$ cat src/rtl/watch_pkg.sv
// Shared time-field widths, limits and alarm FSM state encoding.
package watch_pkg;
  localparam int HOUR_W = 5;
  localparam int MIN_W  = 6;
  localparam logic [HOUR_W-1:0] HOUR_MAX = 5'd23;
  localparam logic [MIN_W-1:0]  MIN_MAX  = 6'd59;

  typedef logic [1:0] state_t;
  localparam state_t ST_IDLE    = 2'd0;
  localparam state_t ST_RINGING = 2'd1;
  localparam state_t ST_SNOOZED = 2'd2;
endpackage

$ cat src/rtl/btn_edge.sv
// Rising-edge detector: one-cycle pulse when the level goes 0 -> 1 between samples.
module btn_edge (
  input  logic clk,
  input  logic i_rst,
  input  logic i_btn,
  output logic o_pulse
);
  logic r_prev;

  always_ff @(posedge clk) begin
    if (i_rst) r_prev <= 1'b0;
    else       r_prev <= i_btn;
  end

  assign o_pulse = i_btn & ~r_prev;
endmodule

$ cat src/rtl/multi_alarm_ctrl.sv
// Multi-slot alarm clock controller: per-slot time edit/arm plus ring/snooze FSM.
module multi_alarm_ctrl import watch_pkg::*; #(
  parameter  int N_ALARM    = 4,
  parameter  int BEEP_SEC   = 30,
  parameter  int SNOOZE_MIN = 5,
  parameter  int MAX_SNOOZE = 3,
  localparam int SEL_W      = (N_ALARM > 1) ? $clog2(N_ALARM) : 1
) (
  input  logic               clk,
  input  logic               resetTime,
  input  logic               sec_tick,
  input  logic               min_tick,
  input  logic [HOUR_W-1:0]  cur_hour,
  input  logic [MIN_W-1:0]   cur_min,
  input  logic [SEL_W-1:0]   sel,
  input  logic               setValue,
  input  logic               upTime,
  input  logic               nextDigit,
  input  logic               armToggle,
  input  logic               stop,
  input  logic               snooze,
  output logic [HOUR_W-1:0]  disp_hour,
  output logic [MIN_W-1:0]   disp_min,
  output logic               edit_field,
  output logic [N_ALARM-1:0] armed,
  output logic               alarmBeep,
  output logic [SEL_W-1:0]   ring_idx
);
  localparam int BEEP_W = $clog2(BEEP_SEC + 1);
  localparam int SNZ_W  = $clog2(SNOOZE_MIN + 1);
  localparam int CNT_W  = $clog2(MAX_SNOOZE + 1);

  logic [3:0] w_btn, w_edge;
  logic       w_up, w_nd, w_arm, w_snz;

  // Bit order: upTime, nextDigit, armToggle, snooze.
  assign w_btn = {snooze, armToggle, nextDigit, upTime};
  btn_edge u_btn [3:0] (.clk(clk), .i_rst(resetTime), .i_btn(w_btn), .o_pulse(w_edge));
  assign {w_snz, w_arm, w_nd, w_up} = w_edge;

  logic [N_ALARM-1:0][HOUR_W-1:0] r_hour;
  logic [N_ALARM-1:0][MIN_W-1:0]  r_min;
  logic [N_ALARM-1:0]             r_armed;
  logic                           r_field, r_set_prev;
  logic                           w_sel_ok, w_set_rise, w_field;

  assign w_sel_ok   = 32'(sel) < N_ALARM;
  assign w_set_rise = setValue & ~r_set_prev;
  // An increment in the same cycle edit mode opens lands on the hour field.
  assign w_field    = w_set_rise ? 1'b0 : r_field;

  always_ff @(posedge clk) begin
    if (resetTime) begin
      r_hour     <= '0;
      r_min      <= '0;
      r_armed    <= '0;
      r_field    <= 1'b0;
      r_set_prev <= 1'b0;
    end else begin
      r_set_prev <= setValue;
      if (w_arm && w_sel_ok) r_armed[sel] <= ~r_armed[sel];
      if (w_set_rise)                r_field <= 1'b0;
      else if (setValue && w_nd)     r_field <= ~r_field;
      if (setValue && w_up && w_sel_ok) begin
        if (!w_field) r_hour[sel] <= (r_hour[sel] == HOUR_MAX) ? '0 : r_hour[sel] + 1'b1;
        else          r_min[sel]  <= (r_min[sel] == MIN_MAX)   ? '0 : r_min[sel] + 1'b1;
      end
    end
  end

  logic             w_hit;
  logic [SEL_W-1:0] w_hit_idx;

  // Descending scan so the lowest matching slot wins.
  always_comb begin
    w_hit     = 1'b0;
    w_hit_idx = '0;
    for (int i = N_ALARM - 1; i >= 0; i--) begin
      if (r_armed[i] && r_hour[i] == cur_hour && r_min[i] == cur_min) begin
        w_hit     = 1'b1;
        w_hit_idx = SEL_W'(i);
      end
    end
  end

  state_t           r_state;
  logic [SEL_W-1:0] r_idx;
  logic [BEEP_W-1:0] r_beep;
  logic [SNZ_W-1:0] r_snz_min;
  logic [CNT_W-1:0] r_snz_cnt;
  logic             w_disarm, w_end;

  assign w_disarm = w_arm && w_sel_ok && (sel == r_idx) && r_armed[r_idx];
  assign w_end    = w_disarm || stop;

  always_ff @(posedge clk) begin
    if (resetTime) begin
      r_state   <= ST_IDLE;
      r_idx     <= '0;
      r_beep    <= '0;
      r_snz_min <= '0;
      r_snz_cnt <= '0;
    end else begin
      case (r_state)
        ST_IDLE: if (min_tick && w_hit) begin
          r_state   <= ST_RINGING;
          r_idx     <= w_hit_idx;
          r_beep    <= '0;
          r_snz_cnt <= '0;
        end
        ST_RINGING: begin
          if (w_end) begin
            r_state <= ST_IDLE;
            r_idx   <= '0;
          end else if (w_snz) begin
            if (r_snz_cnt < CNT_W'(MAX_SNOOZE)) begin
              r_state   <= ST_SNOOZED;
              r_snz_cnt <= r_snz_cnt + 1'b1;
              r_snz_min <= '0;
            end else begin
              r_state <= ST_IDLE;
              r_idx   <= '0;
            end
          end else if (sec_tick) begin
            if (r_beep == BEEP_W'(BEEP_SEC - 1)) begin
              r_state <= ST_IDLE;
              r_idx   <= '0;
            end else begin
              r_beep <= r_beep + 1'b1;
            end
          end
        end
        ST_SNOOZED: begin
          if (w_end) begin
            r_state <= ST_IDLE;
            r_idx   <= '0;
          end else if (min_tick) begin
            if (r_snz_min == SNZ_W'(SNOOZE_MIN - 1)) begin
              r_state <= ST_RINGING;
              r_beep  <= '0;
            end else begin
              r_snz_min <= r_snz_min + 1'b1;
            end
          end
        end
        default: begin
          r_state <= ST_IDLE;
          r_idx   <= '0;
        end
      endcase
    end
  end

  assign disp_hour  = w_sel_ok ? r_hour[sel] : '0;
  assign disp_min   = w_sel_ok ? r_min[sel]  : '0;
  assign edit_field = r_field;
  assign armed      = r_armed;
  assign alarmBeep  = (r_state == ST_RINGING);
  assign ring_idx   = r_idx;
endmodule

$ cat config.mk
export PLATFORM = sky130hd
export DESIGN_NAME = multi_alarm_ctrl
export DESIGN_NICKNAME = d
export VERILOG_FILES = /design/src/rtl/watch_pkg.sv /design/src/rtl/btn_edge.sv /design/src/rtl/multi_alarm_ctrl.sv
export SDC_FILE = /design/constraint.sdc
export NUM_CORES = 1
export LEC_CHECK = 0
export BUFFER_PORTS_ARGS = -buffer_cell sky130_fd_sc_hd__buf_2
export CORE_ASPECT_RATIO = 1.4
export CORE_UTILIZATION = 40
export DETAILED_ROUTE_END_ITERATION = 7
export SLEW_MARGIN = 20
export SYNTH_ARGS = -nofsm -noshare
export SYNTH_HDL_FRONTEND = slang
export SYNTH_SLANG_ARGS = --single-unit
$ cat constraint.sdc
create_clock -name clk -period 2.68 [get_ports clk]
set_input_delay 0 -clock clk [delete_from_list [all_inputs] [get_ports clk]]
set_output_delay 0 -clock clk [all_outputs]
set_load 0.005 [all_outputs]
Word-level counts from Yosys, hierarchy flattened
Cells that the tools add are included.
{"block": "word_totals", "n_memories": 0, "ramBits": 0, "romBits": 0, "ff_bits": 68, "latchBits": 0}
{"block": "classes", "mul": 0, "reduce_logical": 27, "bitwise_logic": 13, "div": 0, "shifts": 0, "addsub": 5, "eq_ne": 32, "n_mux": 65, "order_cmp": 4}
{"op": "$mux 5", "count": 11}
{"op": "$mux 2", "count": 22}
{"op": "$bwmux 24", "count": 1}
{"op": "$eq 6x6->1", "count": 4}
{"op": "$bwmux 20", "count": 1}
{"op": "$eq 5x5->1", "count": 4}
{"op": "$ne 2x2->1 const B", "count": 10}
{"op": "$mux 3", "count": 6}
{"op": "$mux 6", "count": 3}
{"op": "$pmux 5 s3", "count": 1}
{"op": "$reduce_and 5->1", "count": 3}
{"op": "$logic_and 1x1->1", "count": 14}
{"op": "$bmux 6 s2", "count": 1}
{"op": "$demux 6 s2", "count": 1}
{"op": "$pmux 2 s3", "count": 2}
{"op": "$add 5x1->5 const B", "count": 2}
{"op": "$bmux 5 s2", "count": 1}
{"op": "$demux 5 s2", "count": 1}
{"op": "$eq 5x5->1 const B", "count": 2}
{"op": "$reduce_and 9->1", "count": 1}
{"op": "$mux 1", "count": 8}
{"op": "$not 1->1", "count": 8}
{"op": "$reduce_and 7->1", "count": 1}
{"op": "$add 6x1->6 const B", "count": 1}
{"op": "other kinds (27)", "count": 37}

Depth between registers and ports, before layout
{"block": "depth", "depth_word": 10, "depth_mapped": 9}

By module
Synthesis repeated with hierarchy kept, for this count alone.
{"block": "unflattened", "cells_unflattened": 438, "area_unflattened_um2": 3958.8}
{"mod": "multi_alarm_ctrl", "seq_area_each_um2": 1281.2, "cells_each": 426, "n_inst": 1, "area_each_um2": 3768.6}
{"mod": "btn_edge", "seq_area_each_um2": 20.0, "cells_each": 3, "n_inst": 4, "area_each_um2": 47.5}

Worst setup path after synthesis
Ideal clock, no wire load.
{"block": "synth_timing", "kind": "reg2reg", "start": "register r_idx[1] (netlist: ring_idx[1])", "end": "register r_beep[4]", "t_required_ns": 2.548, "setup_time_ns": 0.132, "arrival_time_ns": 1.719, "path_slack_ns": 0.828, "n_path_buf": 1, "path_stages_with_launch": 8, "cell_sequence": "dfxtp_1 -> or4b_4 -> o311ai_4 -> and2_4 -> buf_6 -> nor2_2 -> o41ai_2 -> o32ai_1"}
{"block": "synth_between", "elab_chain_cells": 6, "word_cells_on_any_way": 9}
{"item": "start: declaration", "line": "multi_alarm_ctrl.sv:87", "rtl": "logic [SEL_W-1:0] r_idx;"}
{"item": "start signal: assignment", "line": "multi_alarm_ctrl.sv:107", "rtl": "r_idx <= w_hit_idx;"}
{"item": "$bmux 1 s2 / $eq 2x2->1 (equally long branches)", "line": "multi_alarm_ctrl.sv:93", "rtl": "assign w_disarm = w_arm && w_sel_ok && (sel == r_idx) && r_armed[r_idx];"}
{"item": "$mux 1 (implied by the code) / $logic_and 1x1->1 (equally long branches)", "line": "multi_alarm_ctrl.sv:93"}
{"item": "$logic_and 1x1->1 *", "line": "multi_alarm_ctrl.sv:93"}
{"item": "$logic_or 1x1->1 *", "line": "multi_alarm_ctrl.sv:94", "rtl": "assign w_end = w_disarm || stop;"}
{"item": "$ne 2x2->1 (no line)"}
{"item": "$reduce_and 9->1 (no line) *"}
{"item": "end signal: assignment", "line": "multi_alarm_ctrl.sv:129", "rtl": "r_beep <= r_beep + 1'b1;"}
{"item": "end: declaration", "line": "multi_alarm_ctrl.sv:88", "rtl": "logic [BEEP_W-1:0] r_beep;"}
Every way passes the cells marked *; elsewhere a longest branch is shown, timed or not. The select of a mux whose other input is x is not followed.
A chain may end at the register's enable or synchronous reset.

Worst setup path in the final report
{"block": "layout_timing", "start": "register r_idx[1] (netlist: ring_idx[1])", "end": "register r_beep[2]"}
Same word-level chain as after synthesis.

==> flow_summary.yaml <==
run_status:
  outcome: "finished clean"
clocking:
  clockBufferDepth: 2
  cts.repair.resized: 0
  cts_root_buffer: "clkbuf_16"
  htreeDepth: 3
  numClockSinks: 68
  cts.repair_timing.setup_buffer_count: 0
  clk-insertion-delay-late_ns: 0.34
  cts_tree: "built"
  cts_inserted_buffers: 9
  hold_buffers: 7
  clk_pin_slew_ns: 0.06
floorplanning:
  core-area_um2: 9620
  num_rows: 42
  io_pins: 42
  initial_core_util_pct: 41.7
  die_h_um: 120
  dieArea_um2: 10400
  die_w_um: 86.6
critical_path:
  cp.depth: 6
  slowest_delay_ns: 0.47
  worstSetupStartpointType: "flip-flop"
  slowest_stage: "dfxtp_1"
  r2r_cells: 6
  cp.buffers_inverters: 0
  crit_family: "compound AO/OA/AOI/OAI gates"
  cp-end-kind: "flip-flop"
  crit_fanout: 6
  cp_cell_sequence: "mux2i_1 -> o221ai_2 -> a21oi_1 -> nor2_1 -> o31ai_2 -> a211oi_1"
  crit_arrival_ns: 2.32
  cp.required_ns: 2.89
  critPathKind: "reg2reg"
placed_design:
  dpl.hpwl_um: 7680
  gp_congestion: 0.884
  port-buffer-count: 41
  placed_cells: 598
layout:
  seqCellArea_um2: 1360
  nets: 514
  fin_util_pct: 48.2
  syn_to_final_growth_pct: 15.7
  drive_gt1_share_pct: 18.4
  final_cells: 621
  antenna_cells: 0
  n_fill_cell: 924
  multi_input_area_um2: 2450
run:
  cap_violations: 0
timing:
  fmax_mhz: 473
  skew_ns: 0.00585
  tns_ns: 0
  setup_viol: 0
  min_period_over_period_pct: 78.9
  rsz0062_at_grt: "false"
  slew_headroom_pct: 47.7
  maxSlewViolCount: 0
  worst_hold_slack_ns: 0.00923
  tightest_slew_ns: 0.781
  min_period_ns: 2.11
  hold_viol: 0
detailed_routing:
  drt_iter0_markers: 167
  route.antenna.remaining_nets: 0
  drcViolationCount: 0
  vias_per_cell: 5.50
  wirelength_um: 10300
  drt_first_pass_iters: 4
  vias: 3417
  wire_per_inst_um: 16.6
power:
  ir_worst_vdd_uv: 304
  power_density_nw_per_um2: 529
  p_total_uw: 2460
  p_leak_uw: 0.00159
logic_synthesis:
  ys_types: 57
  synth_edf_count: 0
  synth-seq-area-share_pct: 33.9
  synth_fp_nets: 479
  ys_warn_count: 0
  netlist_instances: 449
  ys_ff_latch: 68
  synth_area_per_cell_um2: 8.93
  ys.flop_type: "dfxtp_1"
  async_flop_share_pct: 0
  netlist_area_um2: 4010
grt:
  grt_overflow: 0
  grt_pass1_vias: 3315
  grt_pass1_wl_um: 16900
  grtUsageTotal_pct: 21.5
  grt_max_degree: 37
  antenna_found_initial: 0
min_path:
  worstHoldPathType: "in2reg"
  whs_path_depth: 3
## layer usage
layer  GRT usage (%)  wire length [um]
met5               0                 0
met3            3.48               455
met4            16.9               579
met2            33.9              4890
met1            25.7              4390
## Yosys cell counts, types with 3 or more instances
library cell	instances	share of area (%)
o21ai_0	13	1.6
a211oi_1	16	3.0
nor3_1	14	1.7
clkbuf_2	11	1.4
a21oi_1	24	3.0
nor2_1	57	5.3
buf_2	4	0.50
mux4_2	11	6.2
dfxtp_1	68	34
nor2_2	3	0.47
nand3_1	11	1.4
or3_1	6	0.94
nand2_1	26	2.4
nor2b_1	6	0.94
mux2i_1	26	6.5
xnor2_1	49	11
or2_2	3	0.47
buf_6	3	0.84
inv_1	13	1.2
nand2b_1	15	2.3
clkbuf_1	8	0.75
ha_1	7	2.2
nand4_1	13	2.0
## layout by cell type, fill, tap and decap left out, drive strengths merged, types with 2 or more instances in the layout
cell / n
a211oi: 16
a21oi: 24
a31oi: 2
and2: 2
buf: 45
clkbuf: 12
clkinv: 2
dfxtp: 68
dlygate4sd3: 7
ha: 7
inv: 13
mux2i: 26
mux4: 11
nand2: 26
nand2b: 15
nand3: 11
nand4: 13
nor2: 61
nor2b: 6
nor3: 15
nor3b: 2
o211ai: 3
o21ai: 14
o21bai: 2
o221ai: 2
o31ai: 3
o32ai: 2
o41ai: 2
or2: 4
or3: 6
xnor2: 49
## power breakdown
part	total, uW	switching (uW)	internal (uW)	leakage (uW)
logic	208	119	88.7	0.000892
registers	1040	12.9	1020	0.000550
clock network	1210	443	767	0.000149
total	2460	575	1880	0.00159
## kinds of logic (layout without fill, tap and decap cells)
kind of cell	after synthesis	in the layout	share of synthesized area (%)
flops	68	68	33.9
simple gates	168	168	21.2
xor+xnor	49	49	10.7
compound gates	79	79	14.4
buf+inv	41	81	4.87
mux	37	37	12.7
fa+ha+maj	7	7	2.18
## path summary, 6_finish.rpt
kind | from | to | slack, ns
max | ring_idx[1] | r_beep[2] | 0.57
max reg2reg | ring_idx[1] | r_beep[2] | 0.57
min | min_tick | ring_idx[1] | 0.009
min reg2reg | r_min[11] | r_min[11] | 0.50
## flip-flops by register name, summed over array words and instances (netlist names)
signal        cells
r_min            24
r_hour           20
u_btn.r_prev      4
ring_idx          2
armed             4
r_snz_min         3
r_set_prev        1
edit_field        1
r_state           2
r_beep            5
r_snz_cnt         2
## worst min-delay path, cell delays in order
cell and delay [ns]:
buf_2 0.14, o2111ai_1 0.07, o21ai_0 0.07
## stage by stage
stage          worst slack, ns  instance area, um2
6_report                 0.567                4640
5_1_grt                  0.430                4640
4_1_cts                  0.602                4640
3_5_place_dp             0.565                4270
3_3_place_gp             0.611                4270
2_1_floorplan            0.828                4010
## layout make-up
type | count | share of cell area [%]
sequential | 68 | 29.3
timing repair buffer | 52 | 6.58
clock buffer | 12 | 5.53
multi-input combinational | 340 | 52.9
inverter | 13 | 1.05
clock inverter | 4 | 1.02
tap | 132 | 3.56
Note: power is estimated with default switching activity, not from simulation.
